### src/rtl/ntt_stage_ctrl.sv
// Control FSM for one single-delay-feedback NTT stage: sequences the feedback FIFO,
// butterfly muxes, twiddle addressing and multiplier-valid pipeline over one frame.
module ntt_stage_ctrl #(
    parameter int unsigned FIFO_DEPTH = 4,
    parameter int unsigned BLOCKS     = 2,
    parameter int unsigned TW_DEPTH   = 8,
    parameter int unsigned TW_STEP    = 1,
    parameter int unsigned MUL_LAT    = 1
) (
    input  logic                        clk,
    input  logic                        rst_n,
    input  logic                        start,
    input  logic                        tw_ready,
    input  logic                        in_valid,
    output logic                        in_ready,
    output logic                        push,
    output logic                        pop,
    output logic                        sel1,
    output logic                        sel2,
    output logic [$clog2(TW_DEPTH)-1:0] tw_addr,
    output logic                        out_valid,
    output logic                        busy,
    output logic                        done,
    output logic [2:0]                  state
);

    localparam int unsigned TW_AW = $clog2(TW_DEPTH);
    localparam int unsigned PH_W  = (FIFO_DEPTH > 1) ? $clog2(FIFO_DEPTH) : 1;
    localparam int unsigned BLK_W = (BLOCKS > 1) ? $clog2(BLOCKS) : 1;
    localparam logic [PH_W-1:0]  PH_LAST  = PH_W'(FIFO_DEPTH - 1);
    localparam logic [BLK_W-1:0] BLK_LAST = BLK_W'(BLOCKS - 1);

    typedef enum logic [2:0] {
        S_IDLE  = 3'd0,
        S_FILL  = 3'd1,
        S_BFLY  = 3'd2,
        S_DRAIN = 3'd3,
        S_FLUSH = 3'd4,
        S_DONE  = 3'd5
    } state_t;

    state_t             state_q, state_d;
    logic [PH_W-1:0]    phase_q, phase_d;
    logic [BLK_W-1:0]   blk_q, blk_d;
    logic [TW_AW-1:0]   tw_q, tw_d;
    logic [TW_AW-1:0]   tw_next;
    logic [31:0]        tw_sum;
    logic               issue;
    logic [MUL_LAT-1:0] sr_q;

    // Twiddle address wraps modulo TW_DEPTH, which need not be a power of two.
    assign tw_sum  = 32'(tw_q) + TW_STEP;
    assign tw_next = TW_AW'(tw_sum % TW_DEPTH);

    assign state     = state_q;
    assign tw_addr   = tw_q;
    assign out_valid = sr_q[MUL_LAT-1];

    always_ff @(posedge clk) begin
        if (!rst_n) begin
            state_q <= S_IDLE;
            phase_q <= '0;
            blk_q   <= '0;
            tw_q    <= '0;
        end else begin
            state_q <= state_d;
            phase_q <= phase_d;
            blk_q   <= blk_d;
            tw_q    <= tw_d;
        end
    end

    // Next-state and strobe decode; a missing in_valid freezes everything in the streaming states.
    always_comb begin
        state_d  = state_q;
        phase_d  = phase_q;
        blk_d    = blk_q;
        tw_d     = tw_q;
        in_ready = 1'b0;
        push     = 1'b0;
        pop      = 1'b0;
        sel1     = 1'b0;
        sel2     = 1'b0;
        busy     = (state_q != S_IDLE);
        done     = 1'b0;
        issue    = 1'b0;
        case (state_q)
            S_IDLE: begin
                if (start && tw_ready) begin
                    state_d = S_FILL;
                    phase_d = '0;
                    blk_d   = '0;
                    tw_d    = '0;
                end
            end
            S_FILL: begin
                in_ready = 1'b1;
                if (in_valid) begin
                    push = 1'b1;
                    if (phase_q == PH_LAST) begin
                        state_d = S_BFLY;
                        phase_d = '0;
                    end else begin
                        phase_d = phase_q + 1'b1;
                    end
                end
            end
            S_BFLY: begin
                in_ready = 1'b1;
                sel1     = 1'b1;
                sel2     = 1'b1;
                if (in_valid) begin
                    push  = 1'b1;
                    pop   = 1'b1;
                    issue = 1'b1;
                    if (phase_q == PH_LAST) begin
                        phase_d = '0;
                        tw_d    = '0;
                        if (blk_q != BLK_LAST) begin
                            state_d = S_DRAIN;
                            blk_d   = blk_q + 1'b1;
                        end else begin
                            state_d = S_FLUSH;
                        end
                    end else begin
                        phase_d = phase_q + 1'b1;
                        tw_d    = tw_next;
                    end
                end
            end
            S_DRAIN: begin
                in_ready = 1'b1;
                if (in_valid) begin
                    push  = 1'b1;
                    pop   = 1'b1;
                    issue = 1'b1;
                    if (phase_q == PH_LAST) begin
                        state_d = S_BFLY;
                        phase_d = '0;
                    end else begin
                        phase_d = phase_q + 1'b1;
                    end
                end
            end
            S_FLUSH: begin
                pop   = 1'b1;
                issue = 1'b1;
                if (phase_q == PH_LAST) begin
                    state_d = S_DONE;
                    phase_d = '0;
                end else begin
                    phase_d = phase_q + 1'b1;
                end
            end
            S_DONE: begin
                done    = 1'b1;
                state_d = S_IDLE;
            end
            default: begin
                state_d = S_IDLE;
            end
        endcase
    end

    // Multiplier latency pipeline for the result-valid flag.
    generate
        if (MUL_LAT == 1) begin : g_lat1
            always_ff @(posedge clk) begin
                if (!rst_n) sr_q <= '0;
                else        sr_q <= issue;
            end
        end else begin : g_latn
            always_ff @(posedge clk) begin
                if (!rst_n) sr_q <= '0;
                else        sr_q <= {sr_q[MUL_LAT-2:0], issue};
            end
        end
    endgenerate

endmodule

### config.mk
export PLATFORM = sky130hd
export DESIGN_NAME = ntt_stage_ctrl
export DESIGN_NICKNAME = d
export VERILOG_FILES = /design/src/rtl/ntt_stage_ctrl.sv
export SDC_FILE = /design/constraint.sdc
export NUM_CORES = 1
export LEC_CHECK = 0
export CORE_MARGIN = 3
export CORE_UTILIZATION = 50
export CTS_CLUSTER_SIZE = 12
export DETAILED_ROUTE_END_ITERATION = 10
export DONT_BUFFER_PORTS = 1
export PLACE_DENSITY = 0.66
export SLEW_MARGIN = 0
export SYNTH_ARGS = -nofsm -noshare
export SYNTH_HDL_FRONTEND = slang
export SYNTH_SLANG_ARGS = --single-unit
export TNS_END_PERCENT = 1
### constraint.sdc
create_clock -name clk -period 3.4 [get_ports clk]
set_input_delay 0.68 -clock clk [delete_from_list [all_inputs] [get_ports clk]]
set_output_delay 0.68 -clock clk [all_outputs]
set_load 0.02 [all_outputs]
Word level (Yosys, flattened, before mapping)
Index checks and enable logic that the tools add are counted. Widths: inputs -> output; s select.

Input bits: 5. Flip-flop bits (word level): 10.

Add/sub/neg operators: 3. Eq/ne operators: 13. Muxes and demuxes: 27. Reductions and logical operators: 12.

Operators with widths (number): $mux 3 (10); $pmux 3 s4 (1); $mux 1 (9); $ne 2x2->1 const B (4); $eq 3x2->1 const B (2); $eq 3x3->1 const B (2); $mux 2 (3); $ne 2x1->1 const B (3); $pmux 2 s3 (1); $pmux 3 s2 (1); $reduce_and 3->1 (2); $reduce_and 6->1 (1); $reduce_bool 3->1 (2); $pmux 1 s2 (2); $reduce_and 4->1 (1); $reduce_or 2->1 (2); $add 3x1->3 const B (1); $eq 3x1->1 const B (1); $logic_not 3->1 (1); $reduce_or 3->1 (1); $add 2x1->2 const B (1); $eq 2x2->1 const B (1); $reduce_bool 2->1 (1); $add 1x1->1 const B (1); $logic_and 1x1->1 (1).

Logic depth before layout (Yosys ltp)
Gate-level depths: netlist (run 1).

Depth in word-level cells: 5. Mapped depth: 4.

Worst setup path before layout (run 1)
OpenSTA, ideal clock, no wires.

Path kind: reg-to-output. Start: register state_q[0] (netlist: state[0]). End: output push. Slack: 1.284 ns. Data required time: 2.720 ns. Stages on the path, launching flop included: 5. Arrival: 1.436 ns. Cell sequence: dfxtp_1 -> buf_2 -> nor2_1 -> nor2_1 -> and2_1.

Word-level cells in the longest chain between the ends: 3.

Ends and longest elaborated chain: start: declaration (line 42) `state_t state_q, state_d;`; start signal: assignment (line 66) `state_q <= state_d;`; $eq 3x2->1 / $eq 3x1->1 (equally long branches) (line 87) `case (state_q)`; $reduce_or 3->1 (no source line) *; $mux 1 *; end: declaration (line 16) `output logic push,`.

Mark *: on every way between the ends. The rest lies on a longest branch, timed or not.

Worst setup path after layout (run 1)
Ends and elaborated chain as after synthesis.

==> run metrics, run 1 <==
hold buffer count at cts 0; overall power 0.234 mW; die height 42.3 um; Reg clk slew, reported paths 0.07 ns; Top Ports 19; # Post-CTS Setup Buffers 0; Slew headroom 49.9%; Final Util 55.4%; Max IR drop VDD about 230 uV; die width ~42 um; latest clock arrival within the worst-skew pair 0.27 ns; FMAX 384 MHz; dpl hpwl about 900 um; Synth async-reset ratio 0%; CP required 2.72 ns; CTS root buffer clkbuf_4; Synth area leaders dfxtp_1 30%, mux2i_1 4.6%, a2111oi_4 4.2%; # setup viols final 0; Synth Cell Area around 660 um^2; Pre-antenna DRT Iters 2; initial antenna violation count 0; critical path capture point type output pin; Placed Cells incl. Taps 78; fin. max-slew vios 0; drt wl/cell 15.4 um; syn_nets 78; post-synthesis register bit count 10; first-pass GRT wire length 2090 um; LEAKAGE 0.263 nW; DR vias 503; fillers 121; initial core utilization 56.2%; layer with the highest usage met2; worst setup path class reg2out; met3 GRT Util under 10%; die area 1790 um^2; DRT iter0 DRCs 12; Final TNS setup 0 ns; EDFF count, synth 0; yosys warns 0; sequential element share of the synthesized area 30.4%; unrepaired setup endpoints after global routing false; Area growth, synth to finish -1.33%; grt met1 use approximately 20%; Final GP Congestion 0.730; worst-case clock buffer depth 2; met2 usage 21.0%; library cells used by synthesis 34; total CTS buffers 3; post-synth top area share 30.4%; max_cap viols 0; ant diodes 0; share of layout cells above drive strength 1 roughly an eighth; htree depth 1; Site Rows 12; DRC viols 0; GRT Total Usage 15.3%; vias in the first global route roughly 470; CTS sink count 10; final worst-path cycle share 76.6%; fin crit period roughly 2.6 ns; Worst-Margin Slew ~0.75 ns; Mean Syn Cell Area 9.27 um^2; Power Density between 300 and 400 nW/um^2; nets 76; core area between 1000 and 1500 um^2; antenna-violating nets left 0; Overflow after GRT 0; Arr. time, crit path between 1.5 and 2 ns; critical path launch point type flop; Post-synth top flop dfxtp_1; Total Routed Length between 1000 and 1500 um; HP Class reg2reg; status finished clean; post-synth top area cell dfxtp_1; CTS resizes 0; CP max FO 14; hold_ws between 0.4 and 0.5 ns; CTS tree built; Post-Route Skew around 0.012 ns; PortBufs 0; Synth Instances between 70 and 80; Via-to-Cell Ratio 6.21; Final Hold Viols 0; largest net degree at the start of global routing 15; Final Non-Filler Cells 81
-- registers in the layout, indices dropped and copies added (netlist names) --
name,flops
state,3
phase_q,2
blk_q,1
tw_addr,3
out_valid,1
-- power breakdown --
part / switching, mW / leakage (nW) / total, mW / internal [mW]
logic: 0.0154 / 0.168 / 0.0283 / 0.0129
clock network: 0.0383 / 0.0138 / 0.0790 / 0.0407
registers: 0.00727 / 0.0811 / 0.127 / 0.120
-- worst max-delay path, stage by stage, from the launching register on --
cell and delay [ns]:
dfxtp_1 0.76, nor2_1 0.21, nor2_1 0.38, and2_1 0.31
-- cell families after synthesis --
| family | after synthesis | synth area share (%) |
|---|---|---|
| and+or+nand+nor | 31 | 27.9 |
| AOI/OAI and AO/OA | 17 | 25.3 |
| adders and majority gates | 2 | 3.80 |
| DFF | 10 | 30.4 |
| buffers and inverters | 8 | 7.98 |
| muxes | 3 | 4.56 |
-- layout make-up --
class,count,area (um^2),share of cell area [%]
inverter,1,3.75,0.578
multi-input combinational,53,405,62.4
sequential,10,200,30.8
clock buffer,3,22.5,3.47
tap,14,17.5,2.70
-- cell usage in the layout, fill, tap and decap left out, types with 2 or more instances in the layout --
cell	Yosys	final
nand3_1	2	2
nor2b_1	4	4
nand4_1	3	3
clkbuf_4	0	3
and2_1	4	4
dfxtp_1	10	10
mux2i_1	3	3
a41oi_1	2	2
nor3_1	2	2
ha_1	2	2
nor2_1	4	4
o21ai_1	3	3
o211a_1	2	2
nand2_1	6	6
-- worst paths after layout --
kind	startpoint	to	slack, ns	depth (start not counted)
worst max-delay path	state[0]	push	0.80	3
worst min-delay path	phase_q[1]	phase_q[1]	0.47	2
worst max register to register	state[2]	phase_q[0]	1.66	3
worst min register to register	phase_q[1]	phase_q[1]	0.47	2
-- synthesized netlist by cell type, types with 2 or more instances --
library cell  instances
nand2_1               6
nor2b_1               4
buf_2                 3
nand3_1               2
and2_1                4
nor2_1                4
a41oi_1               2
buf_6                 2
o211a_1               2
dfxtp_1              10
nor3_1                2
mux2i_1               3
nand4_1               3
o21ai_1               3
ha_1                  2
-- metal layers --
layer / wire length (um) / up-vias
li1: - / 254
met1: 581 / 232
met2: 547 / 15
met3: 108 / 2
met4: 14 / 0
met5: 0 / -
-- metrics by stage --
stage	instance area, um^2	setup WS, ns
2_1_floorplan	658	1.28
3_3_place_gp	627	1.14
3_5_place_dp	627	1.08
4_1_cts	649	0.786
5_1_grt	649	0.679
6_report	649	0.797
(Power assumes the default switching activity.)
==> inputs of run 2 (changes only) <==
==> constraint.sdc (replaced) <==
create_clock -name clk -period 2.4 [get_ports clk]
set_input_delay 0.48 -clock clk [delete_from_list [all_inputs] [get_ports clk]]
set_output_delay 0.48 -clock clk [all_outputs]
set_load 0.02 [all_outputs]
==> run metrics, run 2 (same netlist as run 1, synthesis figures left out) <==
status finished clean; Max IR drop VDD between 300 and 400 uV; Reg clk slew, reported paths 0.06 ns; Site Rows 12; Crit. Startpoint state[1]; CTS resizes 0; HP Class in2reg; drt wl/cell ~15 um; Area growth, synth to finish 3.23%; CP max FO 12; critical path capture point type output pin; max_cap viols 0; CTS root buffer clkbuf_4; initial core utilization between 50% and 60%; die height 42.3 um; LEAKAGE 0.284 nW; # setup viols final 0; latest clock arrival within the worst-skew pair 0.26 ns; Pre-antenna DRT Iters 3; ant diodes 0; hold buffer count at cts 0; final worst-path cycle share 86.3%; most common cell after layout, fill and taps aside dfxtp_1; CTS sink count 10; cell area after layout about 680 um^2; Slew headroom 65.8%; CTS tree built; largest net degree at the start of global routing 13; first-pass GRT wire length 2190 um; Arr. time, crit path 1.59 ns; Reg-to-Reg Start state[1]; worst-case clock buffer depth 2; core area ~1200 um^2; initial antenna violation count 0; antenna-violating nets left 0; htree depth 1; DRC viols 0; vias in the first global route 468; CP required 1.92 ns; fin. max-slew vios 0; Total Routed Length between 1000 and 1500 um; GRT Total Usage between 15 and 20%; FMAX 483 MHz; nets 80; share of layout cells above drive strength 1 about 17%; most frequent cells in the layout 10 x dfxtp_1, 6 x nand2_1; Reg area 200 um^2; Final Hold Viols 0; fillers 109; die width 42.3 um; total CTS buffers 3; unrepaired setup endpoints after global routing false; Final GP Congestion approximately 0.75; critical path launch point type flop; fin crit period 2.07 ns; DRT iter0 DRCs 5; die area 1790 um^2; Hold Startpoint rst_n; Area after DPL 657 um^2; worst setup path class reg2out; dpl hpwl 982 um; Final TNS setup 0 ns; Worst-Margin Slew 0.512 ns; DR vias 509; Power Density 492 nW/um^2; PortBufs 0; Via-to-Cell Ratio 5.99; Top Ports 19; Overflow after GRT 0; Post-Route Skew 0.00294 ns; footprint of the multi-input gates 405 um^2; # Post-CTS Setup Buffers 0
## run 2: cell types whose count changed in the layout (fill, tap and decap cells not counted), sizes merged
cell,previous run,this run
buf,0,4
## run 2: area by class of cell
cell class | count | share of cell area, %
Clock buffer | 3 | 3.31
Multi-Input combinational cell | 53 | 59.7
Sequential cell | 10 | 29.5
Tap cell | 14 | 2.58
Inverter | 1 | 0.552
Timing Repair Buffer | 4 | 4.42
## run 2: critical path, stage by stage, from the launching register on
cell and delay (ns):
dfxtp_1 0.64, nand2_1 0.24, o21ai_1 0.45
## run 2: where the power goes
part / total (mW) / switching [mW] / internal, mW
Combinational: 0.0470 / 0.0253 / 0.0217
Sequential: 0.178 / 0.00820 / 0.170
Clock: 0.109 / 0.0514 / 0.0576
## run 2: worst paths after layout
path,depth (start not counted),slack (ns),endpoint
min reg2reg,2,0.46,phase_q[1]
min,1,0.34,out_valid
max,2,0.33,pop
max reg2reg,3,0.78,phase_q[0]
## run 2: stage by stage
step           setup WS (ns)  power (mW)  cells  hold WS, ns  util, %
6_report               0.329       0.334     85        0.340     58.0
5_1_grt                0.178       0.356     85        0.326     58.0
4_1_cts                0.301       0.342     85        0.331     58.0
3_5_place_dp           0.601       0.229     82        0.463     56.1
3_3_place_gp           0.642       0.228     82        0.452     56.1
2_1_floorplan          0.484       0.226     71        0.442        -
## run 2: routing by layer
layer  up-vias  global-route usage (%)  share of wire [%]
li1        259                       -                  -
met1       233                    19.2                 44
met2        15                    24.3                 48
met3         2                    9.87                7.9
met4         0                    3.73               0.71
met5         -                       0                  0
==> inputs of run 3 (changes only) <==
--- a/config.mk
+++ b/config.mk
@@ -10,7 +10,6 @@
 export CTS_CLUSTER_SIZE = 12
 export DETAILED_ROUTE_END_ITERATION = 10
 export DONT_BUFFER_PORTS = 1
-export PLACE_DENSITY = 0.66
 export SLEW_MARGIN = 0
 export SYNTH_ARGS = -nofsm -noshare
 export SYNTH_HDL_FRONTEND = slang
==> run metrics, run 3 (same netlist as run 1, synthesis figures left out) <==
status finished clean; DRC viols 0; Overflow after GRT 0; combinational share of power 14.2%; fin. max-slew vios 0; CTS sink count 10; final worst-path cycle share 85.1%; layer with the highest usage met1; Worst-Margin Slew 0.488 ns; Area growth, synth to finish 3.23%; P_sw 0.0930 mW; HP Class in2reg; max_cap viols 0; nets 80; CTS tree built; P_int about 0.25 mW; Hold Startpoint rst_n; Final GP Congestion just over 0.7; initial antenna violation count 0; unrepaired setup endpoints after global routing false; Arr. time, crit path 1.56 ns; final worst slack 0.359 ns; htree depth 1; CP required 1.92 ns; met3 GRT Util 4.29%; vias in the first global route approximately 470; FMAX 490 MHz; Total Routed Length 1370 um; Final Hold Viols 0; Reg clk slew, reported paths approximately 0.07 ns; most common cell after layout, fill and taps aside dfxtp_1; first-pass GRT wire length roughly 2200 um; CTS resizes 0; most frequent cells in the layout 10 x dfxtp_1, 6 x nand2_1; PortBufs 0; share of layout cells above drive strength 1 roughly 17%; Placed Cells incl. Taps 82; total CTS buffers 3; Reg-to-Reg Start state[2]; Clock power frac 34.2%; Worst R2R Path Depth 4; dpl hpwl ~1000 um; antenna-violating nets left 0; Crit. Startpoint state[1]; Net Sw Frac a little over a quarter; LEAKAGE 0.284 nW; drt wl/cell 16.2 um; CTS root buffer clkbuf_4; Seq pwr share between 50% and 60%; setup slack at placement 0.635 ns; core area 1170 um^2; DRT iter0 DRCs 7; # setup viols final 0; hold buffer count at cts 0; GRT Total Usage roughly 16%; worst-case clock buffer depth 2; Top Ports 19; DR vias 523; Via-to-Cell Ratio 6.15; latest clock arrival within the worst-skew pair 0.26 ns; grt met1 use 22.2%; critical path capture point type output pin; ant diodes 0; Pre-antenna DRT Iters 4; Final TNS setup 0 ns; Max IR drop VDD 264 uV; die area 1790 um^2; met2 usage 20.7%; CP max FO 12; largest net degree at the start of global routing 13; Final Non-Filler Cells 85; die width ~42 um; Power Density 504 nW/um^2; fin crit period 2.04 ns; initial core utilization ~56%; # Post-CTS Setup Buffers 0; fillers 109; Post-Route Skew 0.00114 ns; worst setup path class reg2out; die height 42.3 um; Slew headroom between 60% and 70%; critical path launch point type flop; Site Rows 12; Hold Crit Depth 1
## run 3: cell counts in the layout (fill, tap and decap cells not counted)
Identical to the previous run, type by type.
## run 3: final timing paths
check / endpoint / slack, ns
max: pop / 0.36
min: out_valid / 0.34
max reg2reg: phase_q[0] / 0.66
min reg2reg: phase_q[1] / 0.47
## run 3: cell type report
| cell class | instances | area [um^2] | area share, % |
|---|---|---|---|
| repair buffers | 4 | 30.0 | 4.42 |
| multi-input cells | 53 | 405 | 59.7 |
| clock buffers | 3 | 22.5 | 3.31 |
| well taps | 14 | 17.5 | 2.58 |
| inverters | 1 | 3.75 | 0.552 |
| flip-flops and latches | 10 | 200 | 29.5 |
## run 3: power groups by stage
stage	Combinational, mW	Clock, mW	Sequential [mW]
floorplan	0.0480	0	0.178
global placement	0.0484	0	0.180
detailed placement	0.0485	0	0.180
CTS	0.0488	0.120	0.176
global route	0.0524	0.127	0.177
finish	0.0487	0.117	0.177
## run 3: worst max-delay path, cell delays in order, from the launching register on
cell	delay, ns
dfxtp_1	0.63
nand2_1	0.23
o21ai_1	0.44
## run 3: through the flow
| step | util [%] | hold WS [ns] | total power [mW] | area (um^2) |
|---|---|---|---|---|
| after global placement | 56.1 | 0.452 | 0.228 | 657 |
| after global routing | 58.0 | 0.335 | 0.356 | 679 |
| final | 58.0 | 0.336 | 0.342 | 679 |
| after detailed placement | 56.1 | 0.464 | 0.229 | 657 |
| after floorplan | - | 0.442 | 0.226 | 658 |
| after CTS | 58.0 | 0.334 | 0.345 | 679 |
## run 3: layer usage
metal	part of all wire, %	wire [um]
met1	51	702
met3	6.2	85
met4	1.5	20
met2	41	564
met5	0	0
